--- src/rtl/barrel_shifter_pipe.sv ---
// Pipelined multi-mode barrel shifter (LSL/LSR/ASR/ROR) for the execute stage.
// Shift layers run MSB-first and are split into S = ceil(L/LAYERS_PER_STAGE)
// register stages. A valid/ready handshake with bubble collapse, a synchronous
// flush and a tag that travels with each operation are provided.
//
// Ports:
//   CLK, RESETn        clock (rising edge), asynchronous active-low reset
//   Flush              synchronous kill of every in-flight operation
//   InValid/InReady    input handshake (InReady is combinational)
//   ShIn, Shamt, ShOp  operand, shift amount, op (00 LSL 01 LSR 10 ASR 11 ROR)
//   InTag              opaque tag carried with the operation
//   OutValid/OutReady  output handshake
//   ShOut, OutTag      result and its tag, straight from the last stage register
//   OutZero            (only with SHIFTER_ZERO_FLAG_EN) registered ShOut == 0 flag
//
// Optional feature macro: SHIFTER_ZERO_FLAG_EN
module barrel_shifter_pipe #(
  parameter int unsigned DATA_WIDTH       = 32,
  parameter int unsigned SHAMT_WIDTH      = $clog2(DATA_WIDTH),
  parameter int unsigned LAYERS_PER_STAGE = 2,
  parameter int unsigned TAG_WIDTH        = 5
) (
  input  logic                   CLK,
  input  logic                   RESETn,
  input  logic                   Flush,
  input  logic                   InValid,
  output logic                   InReady,
  input  logic [DATA_WIDTH-1:0]  ShIn,
  input  logic [SHAMT_WIDTH-1:0] Shamt,
  input  logic [1:0]             ShOp,
  input  logic [TAG_WIDTH-1:0]   InTag,
  output logic                   OutValid,
  input  logic                   OutReady,
  output logic [DATA_WIDTH-1:0]  ShOut,
  output logic [TAG_WIDTH-1:0]   OutTag
`ifdef SHIFTER_ZERO_FLAG_EN
  ,
  output logic                   OutZero
`endif
);

  localparam int unsigned L = SHAMT_WIDTH;
  localparam int unsigned S = (L + LAYERS_PER_STAGE - 1) / LAYERS_PER_STAGE;

  localparam logic [1:0] OP_LSL = 2'b00;
  localparam logic [1:0] OP_LSR = 2'b01;
  localparam logic [1:0] OP_ASR = 2'b10;
  localparam logic [1:0] OP_ROR = 2'b11;

  // Stage registers
  logic [S-1:0]           valid_q, valid_d;
  logic [DATA_WIDTH-1:0]  data_q  [S];
  logic [DATA_WIDTH-1:0]  data_d  [S];
  logic [1:0]             op_q    [S];
  logic [1:0]             op_d    [S];
  logic [S-1:0]           sign_q, sign_d;
  logic [SHAMT_WIDTH-1:0] shamt_q [S];
  logic [SHAMT_WIDTH-1:0] shamt_d [S];
  logic [TAG_WIDTH-1:0]   tag_q   [S];
  logic [TAG_WIDTH-1:0]   tag_d   [S];

  // Per-stage upstream view (input port for stage 0, previous register otherwise)
  logic [S-1:0]           src_valid_c;
  logic [DATA_WIDTH-1:0]  src_data_c  [S];
  logic [1:0]             src_op_c    [S];
  logic [S-1:0]           src_sign_c;
  logic [SHAMT_WIDTH-1:0] src_shamt_c [S];
  logic [TAG_WIDTH-1:0]   src_tag_c   [S];

  logic [S:0]             ready_c;
  logic [S-1:0]           load_c;

  // Apply the layers owned by one stage; layer k shifts by 2^(L-1-k).
  function automatic logic [DATA_WIDTH-1:0] run_stage(
    input logic [DATA_WIDTH-1:0]  din,
    input logic [1:0]             op,
    input logic                   sign,
    input logic [SHAMT_WIDTH-1:0] shamt,
    input int unsigned            stage
  );
    logic [DATA_WIDTH-1:0]  r;
    logic [DATA_WIDTH-1:0]  ones;
    logic [SHAMT_WIDTH-1:0] mask;
    int unsigned            k;
    int unsigned            amt;
    r    = din;
    ones = '1;
    for (int unsigned j = 0; j < LAYERS_PER_STAGE; j++) begin
      k = stage * LAYERS_PER_STAGE + j;
      if (k < L) begin
        mask = SHAMT_WIDTH'(1) << (L - 1 - k);
        amt  = 32'd1 << (L - 1 - k);
        if ((shamt & mask) != '0) begin
          case (op)
            OP_LSL: r = r << amt;
            OP_LSR: r = r >> amt;
            OP_ASR: r = (r >> amt) | (sign ? ~(ones >> amt) : '0);
            OP_ROR: r = (r >> amt) | (r << (DATA_WIDTH - amt));
          endcase
        end
      end
    end
    return r;
  endfunction

  // ready_i = !valid_i || ready_(i+1), unrolled so no signal depends on itself
  always_comb begin
    ready_c = '0;
    for (int unsigned i = 0; i <= S; i++) begin
      ready_c[i] = OutReady;
      for (int unsigned j = i; j < S; j++) begin
        if (!valid_q[j]) ready_c[i] = 1'b1;
      end
    end
  end

  assign InReady = ready_c[0];

  // Next-state for every stage
  always_comb begin
    src_valid_c    = '0;
    src_sign_c     = '0;
    load_c         = '0;
    valid_d        = valid_q;
    sign_d         = sign_q;
    src_valid_c[0] = InValid;
    src_data_c[0]  = ShIn;
    src_op_c[0]    = ShOp;
    src_sign_c[0]  = ShIn[DATA_WIDTH-1];
    src_shamt_c[0] = Shamt;
    src_tag_c[0]   = InTag;
    for (int unsigned i = 1; i < S; i++) begin
      src_valid_c[i] = valid_q[i-1];
      src_data_c[i]  = data_q[i-1];
      src_op_c[i]    = op_q[i-1];
      src_sign_c[i]  = sign_q[i-1];
      src_shamt_c[i] = shamt_q[i-1];
      src_tag_c[i]   = tag_q[i-1];
    end
    for (int unsigned i = 0; i < S; i++) begin
      data_d[i]  = data_q[i];
      op_d[i]    = op_q[i];
      shamt_d[i] = shamt_q[i];
      tag_d[i]   = tag_q[i];
      // Payload only moves with a real operation so idle stages stay quiet
      load_c[i]  = ready_c[i] && src_valid_c[i];
      if (ready_c[i]) valid_d[i] = src_valid_c[i];
      if (load_c[i]) begin
        data_d[i]  = run_stage(src_data_c[i], src_op_c[i], src_sign_c[i],
                               src_shamt_c[i], i);
        op_d[i]    = src_op_c[i];
        sign_d[i]  = src_sign_c[i];
        shamt_d[i] = src_shamt_c[i];
        tag_d[i]   = src_tag_c[i];
      end
      if (Flush) valid_d[i] = 1'b0;
    end
  end

  always_ff @(posedge CLK or negedge RESETn) begin
    if (!RESETn) begin
      valid_q <= '0;
      sign_q  <= '0;
      for (int unsigned i = 0; i < S; i++) begin
        data_q[i]  <= '0;
        op_q[i]    <= '0;
        shamt_q[i] <= '0;
        tag_q[i]   <= '0;
      end
    end else begin
      valid_q <= valid_d;
      sign_q  <= sign_d;
      for (int unsigned i = 0; i < S; i++) begin
        data_q[i]  <= data_d[i];
        op_q[i]    <= op_d[i];
        shamt_q[i] <= shamt_d[i];
        tag_q[i]   <= tag_d[i];
      end
    end
  end

  // Last-stage control fields are kept for uniformity but nothing reads them
  logic unused_last_ctrl;
  assign unused_last_ctrl = ^{op_q[S-1], sign_q[S-1], shamt_q[S-1]};

  assign OutValid = valid_q[S-1];
  assign ShOut    = data_q[S-1];
  assign OutTag   = tag_q[S-1];

`ifdef SHIFTER_ZERO_FLAG_EN
  logic zero_q, zero_d;

  // Zero flag is derived from the last stage's next data and registered with it
  always_comb begin
    zero_d = zero_q;
    if (load_c[S-1]) zero_d = (data_d[S-1] == '0);
  end

  always_ff @(posedge CLK or negedge RESETn) begin
    if (!RESETn) zero_q <= 1'b0;
    else         zero_q <= zero_d;
  end

  assign OutZero = zero_q;
`endif

endmodule

--- config.mk ---
export PLATFORM = sky130hd
export DESIGN_NAME = barrel_shifter_pipe
export DESIGN_NICKNAME = d
export VERILOG_FILES = /design/src/rtl/barrel_shifter_pipe.sv
export SDC_FILE = /design/constraint.sdc
export NUM_CORES = 1
export LEC_CHECK = 0
export CAP_MARGIN = 20
export CORE_UTILIZATION = 40
export DETAILED_ROUTE_END_ITERATION = 12
export GPL_ROUTABILITY_DRIVEN = 0
export PLACE_DENSITY_LB_ADDON = 0.1
export SLEW_MARGIN = 10
export SYNTH_ARGS = -nofsm -noshare
export SYNTH_HDL_FRONTEND = slang
export SYNTH_SLANG_ARGS = --single-unit
--- constraint.sdc ---
create_clock -name CLK -period 3.3 [get_ports CLK]
set_input_delay 0.33 -clock CLK [delete_from_list [all_inputs] [get_ports CLK]]
set_output_delay 0.33 -clock CLK [all_outputs]
set_load 0.1 [all_outputs]
# Word-level counts from Yosys, hierarchy flattened
# Cells that the tools add are included.
# op_classes
mux,29
n_bitwise,10
eq_ne,9
n_reduce_logical,9
# ops
op,count
$pmux 32 s4,5
$mux 32,12
$or 16x32->32,2
$or 24x32->32,2
$or 28x32->32,2
$or 30x32->32,2
$or 31x32->32,2
$eq 2x2->1 const B,6
$mux 1,12
$eq 2x1->1 const B,3
$logic_not 2->1,3
$reduce_bool 2->1,3
$logic_and 1x1->1,3
# word_totals
output_inout_bits,39
word_cells,72
reg_bits,124
input_bits,49

# Depth between registers and ports, before layout
# logic_depth
depth_word,8
ltp_mapped,8
mapped_depth_nobuf,4

# Worst setup path after synthesis
# OpenSTA, ideal clock, no wires.
# synth_timing
kind,reg2reg
start,reg valid_q[2]
end,reg data_q[84] in the netlist's numbering
arrival_time_ps,2316
setup_ps,137
slack_ps,847
stages_incl_launch_ff,7
n_path_buf,2
path_cell_list,dfrtp_1 > nand4b_1 > buf_2 > nand2_1 > buf_2 > a2111oi_0 > nor3_1
# synth_via
elab_chain_len,2
# synth_lines
element,line_no,rtl
"start, declared",51,"logic [S-1:0] valid_q, valid_d;"
"start signal, assigned",171,valid_q <= valid_d;
$mux 1,112,if (!valid_q[j]) ready_c[i] = 1'b1;
named net InReady,27,"output logic InReady,"
$logic_and 1x1->1,146,load_c[i] = ready_c[i] && src_valid_c[i];
"end signal, assigned by index",174,data_q[i] <= data_d[i];
"end, declared",52,logic [DATA_WIDTH-1:0] data_q [S];
# The timed path passes the listed nets, and every way through them passes these cells.
# A chain may end at the register's enable or synchronous reset.

# Worst setup path after layout
# layout_timing
start,reg valid_q[2]
end,out OutValid
# layout_rtl
element,line_no,rtl
"end, declared",32,"output logic OutValid,"
# No word-level cell between the ends.

==> results.json <==
{
  "synth_seq_cells": 124,
  "clk_latency_ns": 0.43,
  "fin_area_um2": 10400,
  "setup_tns_ns": 0,
  "multi_input_area_um2": 5110,
  "worst_setup_path_start_kind": "flop",
  "post-synth-top-count-cell": "nand2_1",
  "max_cap_viol_count": 0,
  "synth-edff-count": 0,
  "synth_cell_type_count": 52,
  "ys_async_sr_fraction_pct": 100,
  "die_y_um": 152,
  "crit_chain": "clkdlybuf4s50_1",
  "place_ws_ns": 0.857,
  "status": "complete, but fails checks",
  "ir_drop_v": 0.000284,
  "portBuffers": 87,
  "drv_slew": 0,
  "path_class": "reg2out",
  "synth_commonest_cells": "nand2_1, dfrtp_1, o21ai_0, nor2_1, clkbuf_1",
  "grt_use_total_pct": 23.7,
  "grt_max_degree": 84,
  "drt_iter0_drc": 710,
  "slew_headroom_pct": 34.4,
  "grt_pass1_vias": 7820,
  "wl_um": 26600,
  "post_cts_buffers": 0,
  "seqCellArea_um2": 3110,
  "yosys.area.top_type_share_pct": 34.4,
  "dp_hpwl_um": 19000,
  "fin_skew_ns": 0.00749,
  "ioPinCount": 88,
  "regToRegEndpoint": "data_q[38]",
  "grt_remaining_overflow": 0,
  "vias_per_cell": 5.94,
  "n_antenna_cell": 0,
  "syn_nets": 1136,
  "grt_pass1_wl_um": 43900,
  "dp.cells": 1348,
  "initial_core_util_pct": 41.1,
  "vias": 8209,
  "critPathArrivalTime_ns": 1.98,
  "slowest_delay_ns": 1.15,
  "drive_gt1_share_pct": 10.3,
  "cp_num_buf_inv": 1,
  "setup_violations": 0,
  "failed_checks": "DRC",
  "netlist_area_um2": 9020,
  "ys_seq_area_share_pct": 34.4,
  "tightest_slew_ns": 0.981,
  "endpoint": "OutValid",
  "antenna_found_initial": 0,
  "htreeDepth": 4,
  "synthCells": 1087,
  "post_drt_wl_per_cell_um": 19.2,
  "cp-startpoint": "valid_q[2]",
  "synth_area_per_cell_um2": 8.30,
  "hp-class": "in2reg",
  "ff2ff_setup_slack_ns": 1.01,
  "finalCritPeriodShare_pct": 70.0,
  "clock_path_buffers": 2,
  "finalNonFillerCells": 1382,
  "num-fill-cells": 2129,
  "cts_inserted_buffers": 17,
  "ant_nets": 0,
  "ys_warn_count": 0,
  "reg2reg_from": "op_q[4]",
  "timing.final.crit_period_ns": 2.31,
  "root_buffer": "clkbuf_16",
  "fin_nets": 1138,
  "area_growth_syn_to_layout_pct": 15.5,
  "ys.flop_type": "dfrtp_1",
  "drcViolationCount": 4,
  "cts_tree": "yes",
  "reg2reg_depth": 4,
  "p_per_area_nw_per_um2": 637,
  "cp.required_ns": 2.97,
  "cp_num_cells": 1,
  "first_pass_iters": 9,
  "hold_viol": 0,
  "crit_path_max_fanout": 5,
  "dieArea_um2": 23200,
  "crit_slowest_cell": "clkdlybuf4s50_1",
  "core_area_um2": 22000,
  "fmax_mhz": 433,
  "dpl_cell_area_um2": 9790,
  "end_kind": "output pin",
  "core.rowCount": 54,
  "ys_top_cells_by_area": "dfrtp_1, nand2_1, o21ai_0",
  "worst_slack_ns": 0.989,
  "rsz0062_at_grt": "false",
  "cp_top_family": "buffers and inverters",
  "die_w_um": 152,
  "synth_largest_area_cell": "dfrtp_1",
  "path_clk_slew_ns": 0.06,
  "leakage_uw": 0.00433,
  "clock-sinks": 124
}
[worst min-delay path by stage]
| stage | startpoint | endpoint | slack, ns | cells after the start |
|---|---|---|---|---|
| 6_report | ShOp[0] | op_q[4] | 0.41 | 3 |
| 5_1_grt | InTag[3] | src_tag_c[8] | 0.43 | 3 |
| 4_1_cts | ShOp[0] | op_q[4] | 0.38 | 3 |
| 3_5_place_dp | RESETn | ShOut[17] | 0.40 | 1 |
| 3_3_place_gp | RESETn | ShOut[17] | 0.40 | 1 |
| 2_1_floorplan | RESETn | OutTag[0] | 0.03 | 0 |
[power by group]
part / internal (µW) / leakage, µW / switching (µW)
clock network: 1200 / 0.000301 / 758
registers: 1820 / 0.00154 / 355
logic: 790 / 0.00250 / 1720
[timing repair]
item                                   4_1_cts  5_1_grt
endpoints found under the hold margin       44        0
resized for setup                            0        0
hold buffers                                 1        0
[cell usage in the layout (no fill, tap or decap), drive strengths merged, types with 8 or more instances in the layout]
master	synthesis	final
a211oi	12	12
inv	25	30
a311oi	30	30
dfrtp	124	124
clkdlybuf4s50	0	83
mux2	9	9
a21boi	15	15
o311a	15	15
a31oi	9	9
buf	79	36
nand2	157	157
a21o	31	31
nor3	8	8
clkbuf	58	17
o221ai	10	10
mux2i	46	46
nand2b	10	10
nor2b	21	21
o21ai	126	126
o211ai	14	14
nand3	9	9
a21oi	57	57
o21a	30	30
nor3b	35	35
nor2	70	70
o31ai	8	8
[layer usage]
metal	part of all wire [%]	vias to the layer above	track usage (%)	routed length, µm
met2	46	247	37.3	12100
li1	-	3942	-	-
met1	47	3988	33.0	12500
met3	4.7	32	3.56	1260
met4	2.5	0	8.50	655
met5	0	-	0	0
[logic make-up (layout without fill, tap and decap cells)]
group	Yosys count	after routing	share of synthesized area, %
AOI/OAI and AO/OA	403	403	30.2
and+or+nand+nor	336	336	18.2
buffers and inverters	162	177	9.18
DFF	124	124	34.4
muxes	62	62	7.97
[final cells by class]
cell class,instances,area share [%]
Inverter,25,0.901
Clock buffer,17,4.08
Timing Repair Buffer,120,11.0
Sequential cell,124,29.8
Clock inverter,15,1.81
Multi-Input combinational cell,801,49.0
Tap cell,280,3.36
[state kept, by name, indices dropped and copies added (netlist names)]
signal and flops:
shamt_q 4, op_q 4, ShOut 32, sign_q 2, src_tag_c 10, valid_q 3
data_q 64, OutTag 5
[per-stage QoR]
step	utilization [%]	power [µW]	hold WS [ns]
finish	47.5	6640	0.412
CTS	47.4	6680	0.384
global placement	44.6	4690	0.398
global route	47.5	6980	0.428
floorplan	-	4180	0.0344
detailed placement	44.6	4700	0.399
Power figures use the tool's default switching activity.
